File: src/rtl/vga_pkg.sv
// Shared raster timing definitions for the VGA timing generator and the
// sprite modules that consume its scan coordinates.
package vga_pkg;

    // Scan coordinate as seen by every sprite module (DrawX / DrawY).
    typedef logic [9:0] coord_t;

    // Default 640x480@60 Hz timing, in pixels (horizontal) and lines (vertical).
    localparam int H_VISIBLE = 640;
    localparam int H_FRONT   = 16;
    localparam int H_SYNC    = 96;
    localparam int H_BACK    = 48;

    localparam int V_VISIBLE = 480;
    localparam int V_FRONT   = 10;
    localparam int V_SYNC    = 2;
    localparam int V_BACK    = 33;

    // Derived default totals and sync windows; the sync windows are half-open
    // [START, END), so sync is asserted for counts START..END-1.
    localparam int H_TOTAL      = H_VISIBLE + H_FRONT + H_SYNC + H_BACK;
    localparam int V_TOTAL      = V_VISIBLE + V_FRONT + V_SYNC + V_BACK;
    localparam int H_SYNC_START = H_VISIBLE + H_FRONT;
    localparam int H_SYNC_END   = H_SYNC_START + H_SYNC;
    localparam int V_SYNC_START = V_VISIBLE + V_FRONT;
    localparam int V_SYNC_END   = V_SYNC_START + V_SYNC;

endpackage

File: src/rtl/vga_pixel_div.sv
// Pixel-rate enable: divides Clk by CLK_DIV and marks the last Clk of each
// pixel slot, so the first enable after reset release lands CLK_DIV-1 edges
// later. With CLK_DIV = 1 the enable is permanently high.
module vga_pixel_div #(
    parameter int CLK_DIV = 2
) (
    input  logic Clk,
    input  logic reset,
    output logic pixel_ce
);

    localparam int DW = (CLK_DIV > 1) ? $clog2(CLK_DIV) : 1;
    localparam logic [DW-1:0] LAST = DW'(CLK_DIV - 1);

    logic [DW-1:0] div_cnt;

    // Free-running modulo-CLK_DIV counter, restarted by reset.
    // NOTE: state registers use non-blocking assignments so every flop samples
    // pre-edge values; blocking here would create ordering-dependent logic.
    always_ff @(posedge Clk or negedge reset) begin
        if (!reset) begin
            div_cnt <= '0;
        end else if (div_cnt == LAST) begin
            div_cnt <= '0;
        end else begin
            div_cnt <= div_cnt + DW'(1);
        end
    end

    assign pixel_ce = (div_cnt == LAST);

endmodule

File: src/rtl/vga_timing.sv
// Raster timing generator: pixel/line counters, sync decode and per-frame
// markers that drive the sprite modules and the colour mapper.
module vga_timing
    import vga_pkg::coord_t;
#(
    parameter int CLK_DIV   = 2,
    parameter int H_VISIBLE = vga_pkg::H_VISIBLE,
    parameter int H_FRONT   = vga_pkg::H_FRONT,
    parameter int H_SYNC    = vga_pkg::H_SYNC,
    parameter int H_BACK    = vga_pkg::H_BACK,
    parameter int V_VISIBLE = vga_pkg::V_VISIBLE,
    parameter int V_FRONT   = vga_pkg::V_FRONT,
    parameter int V_SYNC    = vga_pkg::V_SYNC,
    parameter int V_BACK    = vga_pkg::V_BACK
) (
    input  logic        Clk,
    input  logic        reset,
    output logic        pixel_ce,
    output coord_t      DrawX,
    output coord_t      DrawY,
    output logic        hs,
    output logic        vs,
    output logic        pixel_valid,
    output logic        frame_clk,
    output logic        frame_start,
    output logic [15:0] frame_count
);

    localparam int H_TOTAL      = H_VISIBLE + H_FRONT + H_SYNC + H_BACK;
    localparam int V_TOTAL      = V_VISIBLE + V_FRONT + V_SYNC + V_BACK;
    localparam int H_SYNC_START = H_VISIBLE + H_FRONT;
    localparam int H_SYNC_END   = H_SYNC_START + H_SYNC;
    localparam int V_SYNC_START = V_VISIBLE + V_FRONT;
    localparam int V_SYNC_END   = V_SYNC_START + V_SYNC;

    coord_t h_cnt;
    coord_t v_cnt;
    logic   h_last;
    logic   v_last;
    logic   frame_wrap;

    vga_pixel_div #(
        .CLK_DIV (CLK_DIV)
    ) u_pixel_div (
        .Clk      (Clk),
        .reset    (reset),
        .pixel_ce (pixel_ce)
    );

    assign h_last     = (h_cnt == coord_t'(H_TOTAL - 1));
    assign v_last     = (v_cnt == coord_t'(V_TOTAL - 1));
    // Edge that takes the raster from the last pixel of the frame back to (0,0).
    assign frame_wrap = pixel_ce && h_last && v_last;

    // Horizontal and vertical scan counters; the line counter steps on the
    // same pixel edge that wraps the pixel counter, so both wrap together.
    // NOTE: only the counters carry an async reset; the decoded outputs are
    // combinational from them and therefore follow reset without a clock.
    always_ff @(posedge Clk or negedge reset) begin
        if (!reset) begin
            h_cnt <= '0;
            v_cnt <= '0;
        end else if (pixel_ce) begin
            if (h_last) begin
                h_cnt <= '0;
                v_cnt <= v_last ? coord_t'(0) : v_cnt + coord_t'(1);
            end else begin
                h_cnt <= h_cnt + coord_t'(1);
            end
        end
    end

    // One-Clk start-of-frame pulse and completed-frame counter (wraps mod 2^16).
    always_ff @(posedge Clk or negedge reset) begin
        if (!reset) begin
            frame_start <= 1'b0;
            frame_count <= '0;
        end else begin
            frame_start <= frame_wrap;
            if (frame_wrap) begin
                frame_count <= frame_count + 16'd1;
            end
        end
    end

    // Coordinates come straight from the counters and are not clamped in
    // blanking; sync and valid are decoded from the same registers so they
    // stay aligned with DrawX/DrawY.
    assign DrawX       = h_cnt;
    assign DrawY       = v_cnt;
    assign hs          = !((h_cnt >= coord_t'(H_SYNC_START)) && (h_cnt < coord_t'(H_SYNC_END)));
    assign vs          = !((v_cnt >= coord_t'(V_SYNC_START)) && (v_cnt < coord_t'(V_SYNC_END)));
    assign pixel_valid = (h_cnt < coord_t'(H_VISIBLE)) && (v_cnt < coord_t'(V_VISIBLE));
    // Sprites update on the rising edge of this, i.e. when vsync ends.
    assign frame_clk   = vs;

endmodule

File: config.mk
export PLATFORM = sky130hd
export DESIGN_NAME = vga_timing
export DESIGN_NICKNAME = d
export VERILOG_FILES = /design/src/rtl/vga_pkg.sv /design/src/rtl/vga_pixel_div.sv /design/src/rtl/vga_timing.sv
export SDC_FILE = /design/constraint.sdc
export NUM_CORES = 1
export LEC_CHECK = 0
export ABC_AREA = 1
export CORE_ASPECT_RATIO = 0.75
export CORE_UTILIZATION = 45
export DETAILED_ROUTE_END_ITERATION = 7
export GPL_ROUTABILITY_DRIVEN = 0
export PLACE_DENSITY = 0.71
export SYNTH_ARGS = -nofsm -noshare
export SYNTH_HDL_FRONTEND = slang
export SYNTH_SLANG_ARGS = --single-unit
File: constraint.sdc
create_clock -name Clk -period 2.05 [get_ports Clk]
set_clock_uncertainty 0.05 [all_clocks]
set_input_delay 0.3075 -clock Clk [delete_from_list [all_inputs] [get_ports Clk]]
set_output_delay 0.3075 -clock Clk [all_outputs]
set_load 0.05 [all_outputs]
== Word-level counts from Yosys, hierarchy flattened ==
Index checks and enable logic that the tools add are counted.

* $add $sub $neg: 4
* Magnitude comparators: 6
* Equality and inequality tests: 2
* Muxes and demuxes: 3
* Reduce and logical (&&, ||, !) cells: 8

{| class="wikitable"
|+ Operators with widths
! cell !! count
|-
| $add 10x1->10 const B || 2
|-
| $eq 10x10->1 const B || 2
|-
| $lt 10x10->1 const B || 2
|-
| $lt 10x9->1 const B || 2
|-
| $mux 10 || 2
|-
| $add 16x1->16 const B || 1
|-
| $ge 10x10->1 const B || 1
|-
| $ge 10x9->1 const B || 1
|-
| $logic_and 1x1->1 || 5
|-
| $logic_not 1->1 || 2
|-
| $reduce_and 2->1 || 1
|-
| $add 1x1->1 const B || 1
|-
| $mux 1 || 1
|}

* Register bits: 38
* Bits of input ports: 2
* Output and inout port bits: 42
* Word-level logic and storage cells: 28

== Logic depth before layout (Yosys ltp) ==
Gate-level depths: netlist (run 1).

* Depth in word-level cells: 3
* Gate-level depth with buffers: 9
* Mapped depth without buffers: 9

== Hierarchy ==
A second synthesis (run 1) with hierarchy kept.

* Cells, all modules: 311
* Area, all modules: 2290.9 µm²

{| class="wikitable"
|+ Modules (own cells, without submodules)
! module !! times used !! cells an instance !! area an instance (µm²) !! seq. area each (µm²)
|-
| vga_timing || 1 || 309 || 2262.2 || 925.9
|-
| vga_pixel_div || 1 || 2 || 28.8 || 25.0
|}

== Least setup slack after synthesis (run 1) ==
No wires, ideal clock.

* Path kind: register to output
* Start: register h_cnt[8], in the netlist DrawX[8]
* End: output port pixel_valid
* Arrival: 2.370 ns
* Required time: 1.692 ns
* Path slack: -0.677 ns
* Stages on the path, launching flop included: 4
* Buffers on the path: 0
* Cell sequence: dfrtp_1 > nand2_1 > inv_1 > nor4_1

* Word-level cells in the longest chain between the ends: 2

{| class="wikitable"
|+ RTL lines
! item !! line !! source
|-
| start: declaration || vga_timing.sv:36 || <nowiki>coord_t h_cnt;</nowiki>
|-
| start signal: assignment || vga_timing.sv:68 || <nowiki>h_cnt <= h_cnt + coord_t'(1);</nowiki>
|-
| $lt 10x10->1 || vga_timing.sv:93 || <nowiki>assign pixel_valid = (h_cnt < coord_t'(H_VISIBLE)) && (v_cnt < coord_t'(V_VISIBLE));</nowiki>
|-
| $logic_and 1x1->1 || vga_timing.sv:93 ||
|-
| end: declaration || vga_timing.sv:23 || <nowiki>output logic pixel_valid,</nowiki>
|}

No other way between the ends.

== Worst setup path in the final report (run 1) ==
* Start: register v_cnt[2], in the netlist DrawY[2]
* End: output port DrawY[2]

{| class="wikitable"
|+ RTL lines
! item !! line !! source
|-
| start: declaration || vga_timing.sv:37 || <nowiki>coord_t v_cnt;</nowiki>
|-
| start signal: assignment || vga_timing.sv:66 || <nowiki>v_cnt <= v_last ? coord_t'(0) : v_cnt + coord_t'(1);</nowiki>
|-
| end: declaration || vga_timing.sv:20 || <nowiki>output coord_t DrawY,</nowiki>
|}

No word-level cell between the ends.

==> metrics.log, run 1 <==
INFO  metric run_status = finished clean
INFO  metric synth.top_cells.by_count = sky130_fd_sc_hd__nand2_1, sky130_fd_sc_hd__nor2_1, sky130_fd_sc_hd__inv_1, sky130_fd_sc_hd__dfrtp_1, sky130_fd_sc_hd__nand3_1
INFO  metric timing.critical_path.slowest_stage_cell = sky130_fd_sc_hd__clkdlybuf4s50_1
INFO  metric synth.ff_latch_count = 38
INFO  metric setup-tns-final = 0 ns
INFO  metric grt_usage = 21.9%
INFO  metric synth_top_flop_cell = sky130_fd_sc_hd__dfrtp_1
INFO  metric hold-worst-slack = 0.438 ns
INFO  metric final_nets = 383
INFO  metric seqCellArea = 957 um^2
INFO  metric detail_route.drc_violations = 0
INFO  metric ys_seq_area_share = 40.8%
INFO  metric multi_input_comb_area = 1200 um^2
INFO  metric post-route-worst-setup-slack = 0.0342 ns
INFO  metric floorplan.die_area = 5470 um^2
INFO  metric final.fill_count = 443
INFO  metric antenna_cells_inserted = 0
INFO  metric layout-drive-gt1-share = 13.0%
INFO  metric initial_utilization = 47.3%
INFO  metric final_cell_area = 3040 um^2
INFO  metric antenna_violating_nets_post_route = 0
INFO  metric max_stage_delay = 0.86 ns
INFO  metric io_buffers = 43
INFO  metric critical_path_cell_by_cell = clkdlybuf4s50_1
INFO  metric total_power = 1410 uW
INFO  metric via_count = 2178
INFO  metric criticalPathCategory = register to primary output
INFO  metric clk_root_buffer_cell = sky130_fd_sc_hd__clkbuf_8
INFO  metric drt_first_iter_violations = 121
INFO  metric die_y = 64.3 um
INFO  metric pre_cts_ws = 0.184 ns
INFO  metric grt_start_max_net_pins = 23
INFO  metric vdd.ir_drop.worst = 0.000278 V
INFO  metric placedInstanceArea = 2880 um^2
INFO  metric slew_headroom = 65.1%
INFO  metric synth_enable_flop_cells = 0
INFO  metric synth_fp_nets = 329
INFO  metric critical_path_buf_inv_count = 1
INFO  metric synth.top_cells.by_area = sky130_fd_sc_hd__dfrtp_1, sky130_fd_sc_hd__nand2_1, sky130_fd_sc_hd__nor2_1
INFO  metric cellLeakagePower = 0.00149 uW
INFO  metric clkSlewWorstSetupHoldPaths = 0.09 ns
INFO  metric netlist.top_cell.by_area = sky130_fd_sc_hd__dfrtp_1
INFO  metric crit_start = DrawY[2]
INFO  metric final_setup_viols = 0
INFO  metric finalHoldViolations = 0
INFO  metric rsz_0062_raised_after_global_routing = false
INFO  metric cts_buffers = 5
INFO  metric portion_of_the_clock_cycle_consumed_by_the_worst_path_in_the_final_layout = 98.3%
INFO  metric tritoncts_clock_tree = yes
INFO  metric netlist_instances = 321
INFO  metric grt_first_pass_wirelength = 9250 um
INFO  metric wire_per_inst = 12.4 um
INFO  metric mappedNetlistArea = 2330 um^2
INFO  metric synthToLayoutAreaGrowth = 30.6%
INFO  metric hold_path_class = input port to async pin
INFO  metric cts-root-to-sink-buffers = 2
INFO  metric antenna_found_initial = 0
INFO  metric drt_pre_antenna_iters = 4
INFO  metric timing.fmax = 496 MHz
INFO  metric dp_hpwl = 4140 um
INFO  metric vias_in_the_first_global_route = 1947
INFO  metric cts-htree-levels = 2
INFO  metric worst-endpoint-arrival = 1.66 ns
INFO  metric die-width = 85.1 um
INFO  metric worst-path-max-fanout = 7
INFO  metric yosysWarnings = 0
INFO  metric insertion_delay = 0.31 ns
INFO  metric wirelength = 5420 um
INFO  metric path_delay_family = buffers and inverters
INFO  metric synth_cell_type_count = 27
INFO  metric worstPathRequired = 1.69 ns
INFO  metric placeableCoreArea = 4930 um^2
INFO  metric regToRegStartpoint = DrawX[0]
INFO  metric globalRouteOverflowTotal = 0
INFO  metric max_cap_violations = 0
INFO  metric worst_pin_slew = 0.521 ns
INFO  metric async_reset_ff_share = 100%
INFO  metric detail_route.vias_per_cell = 5.00
INFO  metric cts_sinks = 38
INFO  metric placementRows = 22
INFO  metric synth.top_cell.area_share = 40.8%
INFO  metric synth_area_per_cell = 7.25 um^2
INFO  metric yosysMostFrequentCell = sky130_fd_sc_hd__nand2_1
INFO  metric end_kind = primary output
INFO  metric finalWorstPathRequiredPeriod = 2.02 ns
INFO  metric pwr_dens = 465 nW/um^2
INFO  metric report.final.slew_viol_count = 0
INFO  metric start_kind = register
INFO  metric io_pins = 44
==> power by group <==
part | internal [uW] | switching, uW
combinational | 4.31 | 15.2
clock | 358 | 288
sequential | 749 | 0
total | 1110 | 303
==> cells by family after synthesis <==
| family | share of synthesized area (%) |
|---|---|
| compound gates | 7.31 |
| fa+ha+maj | 3.22 |
| buf+inv | 8.97 |
| simple gates | 35.1 |
| flops | 40.8 |
| xor+xnor | 4.51 |
==> flip-flops by register name, indices dropped and copies added, names as in the netlist <==
register / count
u_pixel_div.pixel_ce: 1
DrawY: 10
frame_count: 16
frame_start: 1
DrawX: 10
==> path summary, 6_finish.rpt <==
kind                                    to  slack [ns]  depth (start not counted)
setup / recovery                  DrawY[2]        0.03                          1
hold / removal              frame_count[3]        0.44                          2
setup reg to reg            frame_count[2]        0.26                          8
hold reg to reg            frame_count[15]        0.50                          2
max in group asynchronous  frame_count[15]        0.88                          3
min in group Clk           frame_count[15]        0.50                          2
==> per-stage QoR <==
| stage | util [%] | std cells |
|---|---|---|
| 4_1_cts | 60.9 | 432 |
| 5_1_grt | 61.7 | 436 |
| 3_5_place_dp | 58.5 | 423 |
| 2_1_floorplan | - | 321 |
| 3_3_place_gp | 58.5 | 423 |
| 6_report | 61.7 | 436 |
==> routing by layer <==
| metal | wire (um) | global-route usage, % | vias up |
|---|---|---|---|
| met5 | 0 | 0 | - |
| li1 | - | - | 1115 |
| met3 | 364 | 4.78 | 3 |
| met4 | 24 | 7.63 | 0 |
| met1 | 2720 | 31.5 | 995 |
| met2 | 2300 | 32.2 | 65 |
==> layout make-up <==
class                           instances  area share [%]
Sequential cell                        38            31.5
Timing Repair Buffer                   52            17.6
Tap cell                               60            2.47
Multi-Input combinational cell        235            39.5
Clock inverter                          3            1.32
Inverter                               43            5.31
Clock buffer                            5            2.26
==> placed cells by master (no fill, tap or decap), drive strengths merged <==
master / instances
nand2: 105
ha: 6
a21oi: 2
a211oi: 1
bufinv: 1
dfrtp: 38
clkbuf: 5
xnor2: 2
o21ai: 25
clkinv: 2
dlymetal6s2s: 2
nand3: 21
xor2: 10
nor3: 4
o2111ai: 1
nor4: 2
buf: 15
nand4: 10
clkdlybuf4s50: 34
dlygate4sd3: 1
inv: 43
nand3b: 1
nor2: 45
==> timing repair <==
item	in CTS	in global routing
hold buffers	1	0
endpoints found under the setup margin	0	8
hold endpoints to repair	20	0
buffers inserted	0	4
gates resized for setup	0	3
Power figures use the tool's default switching activity.
==> run 2: changes to the inputs <==
Settings changed: CORE_MARGIN set to 8, SKIP_CTS_REPAIR_TIMING set to 1.
==> run 2 against run 1 <==
  * Sequential cell count is the same
  * Routed wire length increased by 4.7%
  * Sequential share of layout area is 0.54 points higher
  * Clock power decreased by 21%
  * Cell count fell by 0.92%
  * Global-route usage fell by 6.6 points
  * Critical path depth stayed put
  * Clock-buffer cell count grew 3
  * Setup slack better by 0.030 ns
  * Power decreased by 9.8%
  * Via count down 0.83%
  * Combinational power decreased by 2%
  * Critical path type unchanged
  * Largest cell class unchanged
==> metrics.log, run 2 (same netlist as run 1, synthesis figures left out) <==
INFO  metric run_status = finished clean (unchanged)
INFO  metric pwr_dens = 427 nW/um^2 (was 465 nW/um^2)
INFO  metric critical_path_buf_inv_count = 1 (unchanged)
INFO  metric grt_first_pass_wirelength = 9670 um (was 9250 um)
INFO  metric cts-root-to-sink-buffers = 2 (unchanged)
INFO  metric final.fill_count = 454 (was 443)
INFO  metric dp_hpwl = 4380 um (was 4140 um)
INFO  metric finalHoldViolations = 0 (unchanged)
INFO  metric end_kind = primary output (unchanged)
INFO  metric antenna_cells_inserted = 0 (unchanged)
INFO  metric die_y = 78.3 um (was 64.3 um)
INFO  metric placeableCoreArea = 4930 um^2 (unchanged)
INFO  metric insertion_delay = 0.30 ns (was 0.31 ns)
INFO  metric seqCellArea = 957 um^2 (unchanged)
INFO  metric timing.fmax = 504 MHz (was 496 MHz)
INFO  metric antenna_violating_nets_post_route = 0 (unchanged)
INFO  metric final_nets = 379 (was 383)
INFO  metric tritoncts_clock_tree = yes (unchanged)
INFO  metric critical_path_cell_by_cell = clkdlybuf4s50_1 (unchanged)
INFO  metric pre_cts_ws = 0.350 ns (was 0.184 ns)
INFO  metric cts_sinks = 38 (unchanged)
INFO  metric max_stage_delay = 0.85 ns (was 0.86 ns)
INFO  metric regToRegStartpoint = DrawX[0] (unchanged)
INFO  metric die-width = 99.1 um (was 85.1 um)
INFO  metric most-common-layout-cells = sky130_fd_sc_hd__nand2_1, sky130_fd_sc_hd__nor2_1, sky130_fd_sc_hd__inv_1, sky130_fd_sc_hd__clkdlybuf4s50_1, sky130_fd_sc_hd__dfrtp_1 (unchanged)
INFO  metric timing.critical_path.slowest_stage_cell = sky130_fd_sc_hd__clkdlybuf4s50_1 (unchanged)
INFO  metric placementRows = 22 (unchanged)
INFO  metric layout.core_utilization = 60.7% (was 61.7%)
INFO  metric post-route-worst-setup-slack = 0.0642 ns (was 0.0342 ns)
INFO  metric drt_first_iter_violations = 135 (was 121)
INFO  metric io_pins = 44 (unchanged)
INFO  metric layout_commonest_cell = sky130_fd_sc_hd__nand2_1 (unchanged)
INFO  metric detail_route.drc_violations = 0 (unchanged)
INFO  metric finalWorstPathRequiredPeriod = 1.99 ns (was 2.02 ns)
INFO  metric reg2reg_setup_slack = 0.33 ns (was 0.26 ns)
INFO  metric rsz_0062_raised_after_global_routing = false (unchanged)
INFO  metric synthToLayoutAreaGrowth = 28.4% (was 30.6%)
INFO  metric initial_utilization = 47.3% (unchanged)
INFO  metric worst-path-max-fanout = 7 (unchanged)
INFO  metric worst-endpoint-arrival = 1.63 ns (was 1.66 ns)
INFO  metric max_cap_violations = 0 (unchanged)
INFO  metric layout-drive-gt1-share = 11.6% (was 13.0%)
INFO  metric detail_route.vias_per_cell = 5.00 (about the same)
INFO  metric start_kind = register (unchanged)
INFO  metric r2r_end = DrawY[1] (was frame_count[2])
INFO  metric drt_pre_antenna_iters = 5 (was 4)
INFO  metric clkSlewWorstSetupHoldPaths = 0.08 ns (was 0.09 ns)
INFO  metric globalRouteOverflowTotal = 0 (unchanged)
INFO  metric hold_path_class = input port to async pin (unchanged)
INFO  metric grt_usage = 15.3% (was 21.9%)
INFO  metric largest_register_by_flop_count = frame_count (unchanged)
INFO  metric clk_root_buffer_cell = sky130_fd_sc_hd__clkbuf_8 (unchanged)
INFO  metric vias_in_the_first_global_route = 2039 (was 1947)
INFO  metric cts_buffers = 5 (unchanged)
INFO  metric vdd.ir_drop.worst = 0.000304 V (was 0.000278 V)
INFO  metric criticalPathCategory = register to primary output (unchanged)
INFO  metric io_buffers = 43 (unchanged)
INFO  metric portion_of_the_clock_cycle_consumed_by_the_worst_path_in_the_final_layout = 96.9% (was 98.3%)
INFO  metric cts-htree-levels = 2 (unchanged)
INFO  metric hold-worst-slack = 0.489 ns (was 0.438 ns)
INFO  metric multi_input_comb_area = 1200 um^2 (unchanged)
INFO  metric worst_pin_slew = 0.585 ns (was 0.521 ns)
INFO  metric via_count = 2160 (was 2178)
INFO  metric report.final.slew_viol_count = 0 (unchanged)
INFO  metric path_delay_family = buffers and inverters (unchanged)
INFO  metric antenna_found_initial = 0 (unchanged)
INFO  metric worst-r2r-cell-count = 7 (was 8)
INFO  metric floorplan.die_area = 7760 um^2 (was 5470 um^2)
INFO  metric cellLeakagePower = 0.00143 uW (was 0.00149 uW)
INFO  metric final_setup_viols = 0 (unchanged)
INFO  metric grt_start_max_net_pins = 27 (was 23)
INFO  metric largest_reg_flops = 16 (unchanged)
INFO  metric slew_headroom = 61.0% (was 65.1%)
INFO  metric wire_per_inst = 13.1 um (was 12.4 um)
INFO  metric wirelength = 5670 um (was 5420 um)
INFO  metric worstPathRequired = 1.69 ns (about the same)
## run 2: layout make-up
cell class                      count  share of cell area, %
Tap cell                           60                   2.51
Sequential cell                    38                   32.0
Clock buffer                        8                   2.68
Timing Repair Buffer               48                   17.2
Multi-Input combinational cell    235                   40.2
Inverter                           43                   5.40
## run 2: per-layer routing
layer | GRT usage [%] | part of all wire, % | up-vias
met5 | 0 | 0 | -
met4 | 4.82 | 1.1 | 0
met1 | 20.7 | 50 | 990
met2 | 22.9 | 43 | 49
met3 | 4.49 | 6.5 | 7
li1 | - | - | 1114
## run 2: power by group
part | leakage, uW | internal, uW | switching [uW]
Clock | 0.0000395 | 242 | 266
Sequential | 0.000508 | 749 | 0
Combinational | 0.000883 | 4.36 | 14.8
Total | 0.00143 | 995 | 281
## run 2: worst max path at each step
stage / to / cells after the start / start
CTS: DrawY[1] / 1 / DrawY[1]
floorplan: pixel_valid / 3 / DrawX[8]
global placement: DrawY[1] / 1 / DrawY[1]
finish: DrawY[2] / 1 / DrawY[2]
global route: vs / 4 / DrawY[6]
detailed placement: DrawY[1] / 1 / DrawY[1]
## run 2: metrics by stage
stage	TNS [ns]	cells	power (uW)	cell area (um^2)
after global routing	0	432	1330	2990
final	0	432	1280	2990
after CTS	0	431	1290	2970
after detailed placement	0	423	783	2890
after floorplan	-0.108	321	764	2360
after global placement	0	423	783	2890
==> run 3: changes to the inputs <==
Settings changed: GPL_TIMING_DRIVEN set to 0, SLEW_MARGIN set to 10.
==> run 3 against run 2 <==
  * Design area is 0.59% higher
  * Sequential cell count stayed put
  * Via count is 0.60% lower
  * Hold slack worse by 0.046 ns
  * Cell count is 0.46% higher
  * Die area stayed put
  * Critical endpoint unchanged
  * Largest cell class unchanged
==> metrics.log, run 3 (same netlist as run 1, synthesis figures left out) <==
INFO  metric cts_sinks = 38 (unchanged)
INFO  metric max_stage_delay = 0.86 ns (was 0.85 ns)
INFO  metric cts-htree-levels = 2 (unchanged)
INFO  metric insertion_delay = 0.29 ns (was 0.30 ns)
INFO  metric cellLeakagePower = 0.00145 uW (was 0.00143 uW)
INFO  metric grt_first_pass_wirelength = 9570 um (was 9670 um)
INFO  metric floorplan.die_area = 7760 um^2 (unchanged)
INFO  metric portion_of_the_clock_cycle_consumed_by_the_worst_path_in_the_final_layout = 98.3% (was 96.9%)
INFO  metric detail_route.drc_violations = 0 (unchanged)
INFO  metric timing.critical_path.slowest_stage_cell = sky130_fd_sc_hd__clkdlybuf4s50_1 (unchanged)
INFO  metric tritoncts_clock_tree = yes (unchanged)
INFO  metric io_buffers = 43 (unchanged)
INFO  metric end_kind = primary output (unchanged)
INFO  metric layout_commonest_cell = sky130_fd_sc_hd__nand2_1 (unchanged)
INFO  metric dr_wl_met2 = 2380 um (was 2420 um)
INFO  metric pre_cts_ws = -0.221 ns (was 0.350 ns)
INFO  metric criticalPathCategory = register to primary output (unchanged)
INFO  metric hold_path_class = input port to async pin (unchanged)
INFO  metric worst-endpoint-arrival = 1.66 ns (was 1.63 ns)
INFO  metric clk_root_buffer_cell = sky130_fd_sc_hd__clkbuf_8 (unchanged)
INFO  metric critical_path_buf_inv_count = 1 (unchanged)
INFO  metric drt_pre_antenna_iters = 4 (was 5)
INFO  metric path_delay_family = buffers and inverters (unchanged)
INFO  metric dp_hpwl = 4350 um (was 4380 um)
INFO  metric regToRegStartpoint = DrawX[1] (was DrawX[0])
INFO  metric worst_pin_slew = 0.513 ns (was 0.585 ns)
INFO  metric critical_path_cell_by_cell = clkdlybuf4s50_1 (unchanged)
INFO  metric post-route-worst-setup-slack = 0.0347 ns (was 0.0642 ns)
INFO  metric detail_route.vias_per_cell = 4.95 (was 5.00)
INFO  metric pwr_dens = 469 nW/um^2 (was 427 nW/um^2)
INFO  metric highest_layer = met4 (unchanged)
INFO  metric most-common-layout-cells = sky130_fd_sc_hd__nand2_1, sky130_fd_sc_hd__nor2_1, sky130_fd_sc_hd__inv_1, sky130_fd_sc_hd__clkdlybuf4s50_1, sky130_fd_sc_hd__dfrtp_1 (unchanged)
INFO  metric max_cap_violations = 0 (unchanged)
INFO  metric largest_register_by_flop_count = frame_count (unchanged)
INFO  metric start_kind = register (unchanged)
INFO  metric finalWorstPathRequiredPeriod = 2.02 ns (was 1.99 ns)
INFO  metric antenna_found_initial = 0 (unchanged)
INFO  metric largest_reg_flops = 16 (unchanged)
INFO  metric grt_start_max_net_pins = 23 (was 27)
INFO  metric cts_buffers = 5 (unchanged)
INFO  metric grt_usage = 14.9% (was 15.3%)
INFO  metric antenna_cells_inserted = 0 (unchanged)
INFO  metric final_setup_viols = 0 (unchanged)
INFO  metric globalRouteOverflowTotal = 0 (unchanged)
INFO  metric clkSlewWorstSetupHoldPaths = 0.08 ns (about the same)
INFO  metric critical_path_depth = 1 (unchanged)
INFO  metric worstPathRequired = 1.69 ns (about the same)
INFO  metric initial_utilization = 47.3% (unchanged)
INFO  metric die-width = 99.1 um (unchanged)
INFO  metric die_y = 78.3 um (unchanged)
INFO  metric reg2reg_setup_slack = 0.23 ns (was 0.33 ns)
INFO  metric drt-met1-wl = 3010 um (was 2830 um)
INFO  metric finalHoldViolations = 0 (unchanged)
INFO  metric setup-tns-final = 0 ns (unchanged)
INFO  metric final_nets = 381 (was 379)
INFO  metric via_count = 2147 (was 2160)
INFO  metric worst-path-max-fanout = 7 (unchanged)
INFO  metric synthToLayoutAreaGrowth = 29.1% (was 28.4%)
INFO  metric antenna_violating_nets_post_route = 0 (unchanged)
INFO  metric layout-drive-gt1-share = 11.5% (was 11.6%)
INFO  metric cts-root-to-sink-buffers = 2 (unchanged)
INFO  metric met3_wirelength = 276 um (was 369 um)
INFO  metric worst-r2r-cell-count = 8 (was 7)
INFO  metric vias_in_the_first_global_route = 1968 (was 2039)
INFO  metric wire_per_inst = 13.1 um (about the same)
INFO  metric run_status = finished clean (unchanged)
INFO  metric timing.fmax = 496 MHz (was 504 MHz)
INFO  metric placementRows = 22 (unchanged)
INFO  metric placeableCoreArea = 4930 um^2 (unchanged)
INFO  metric vdd.ir_drop.worst = 0.000261 V (was 0.000304 V)
INFO  metric slew_headroom = 65.7% (was 61.0%)
INFO  metric wirelength = 5700 um (was 5670 um)
INFO  metric io_pins = 44 (unchanged)
INFO  metric total_power = 1410 uW (was 1280 uW)
INFO  metric report.final.slew_viol_count = 0 (unchanged)
INFO  metric drt_first_iter_violations = 111 (was 135)
INFO  metric r2r_end = frame_count[12] (was DrawY[1])
run 3: changes by cell type in the layout (fill, tap and decap cells not counted), sizes merged:
cell	before	now
buf	12	8
clkbuf	8	10
clkdlybuf4s50	34	36
bufinv	0	1
dlymetal6s2s	1	2
run 3: report_power, final:
part,total [uW],internal [uW],switching [uW]
logic,23.3,7.23,16.1
clock network,639,365,274
registers,749,749,0
total,1410,1120,291
run 3: worst max path at each step:
stage / end / from
after global routing: DrawY[2] / DrawY[2]
after global placement: DrawY[6] / reset
after CTS: vs / DrawY[4]
final: DrawY[2] / DrawY[2]
after floorplan: pixel_valid / DrawX[8]
after detailed placement: vs / DrawY[4]
run 3: cell type report:
type | instances | area (um^2)
clock buffer | 7 | 76.3
clock inverter | 1 | 30.0
fill | 457 | 1920
tap | 60 | 75.1
multi-input combinational | 235 | 1210
buffer | 5 | 47.5
sequential | 38 | 957
inverter | 43 | 161
timing repair buffer | 45 | 450
run 3: per-layer routing:
metal  vias up  track usage (%)
li1       1115                -
met3         4             3.70
met2        46             21.8
met1       982             21.4
met4         0             3.61
met5         -                0
run 3: per-stage QoR:
step	utilization, %	hold slack (ns)	std cells	instance area [um^2]
2_1_floorplan	-	-0.0381	321	2360
3_3_place_gp	58.2	0.453	424	2870
3_5_place_dp	58.7	0.234	425	2890
4_1_cts	60.8	-0.0856	433	3000
5_1_grt	61.0	0.469	434	3010
6_report	61.0	0.444	434	3010
run 3: worst reg2reg max path, cell delays in order (launching register included):
cell                      delay [ns]
sky130_fd_sc_hd__dfrtp_1        0.41
sky130_fd_sc_hd__ha_1           0.24
sky130_fd_sc_hd__nand2_1        0.06
sky130_fd_sc_hd__nor2_1         0.21
sky130_fd_sc_hd__nand4_2        0.21
sky130_fd_sc_hd__nor2_8         0.22
sky130_fd_sc_hd__inv_1          0.16
sky130_fd_sc_hd__nand2_1        0.10
sky130_fd_sc_hd__nand2_1        0.06
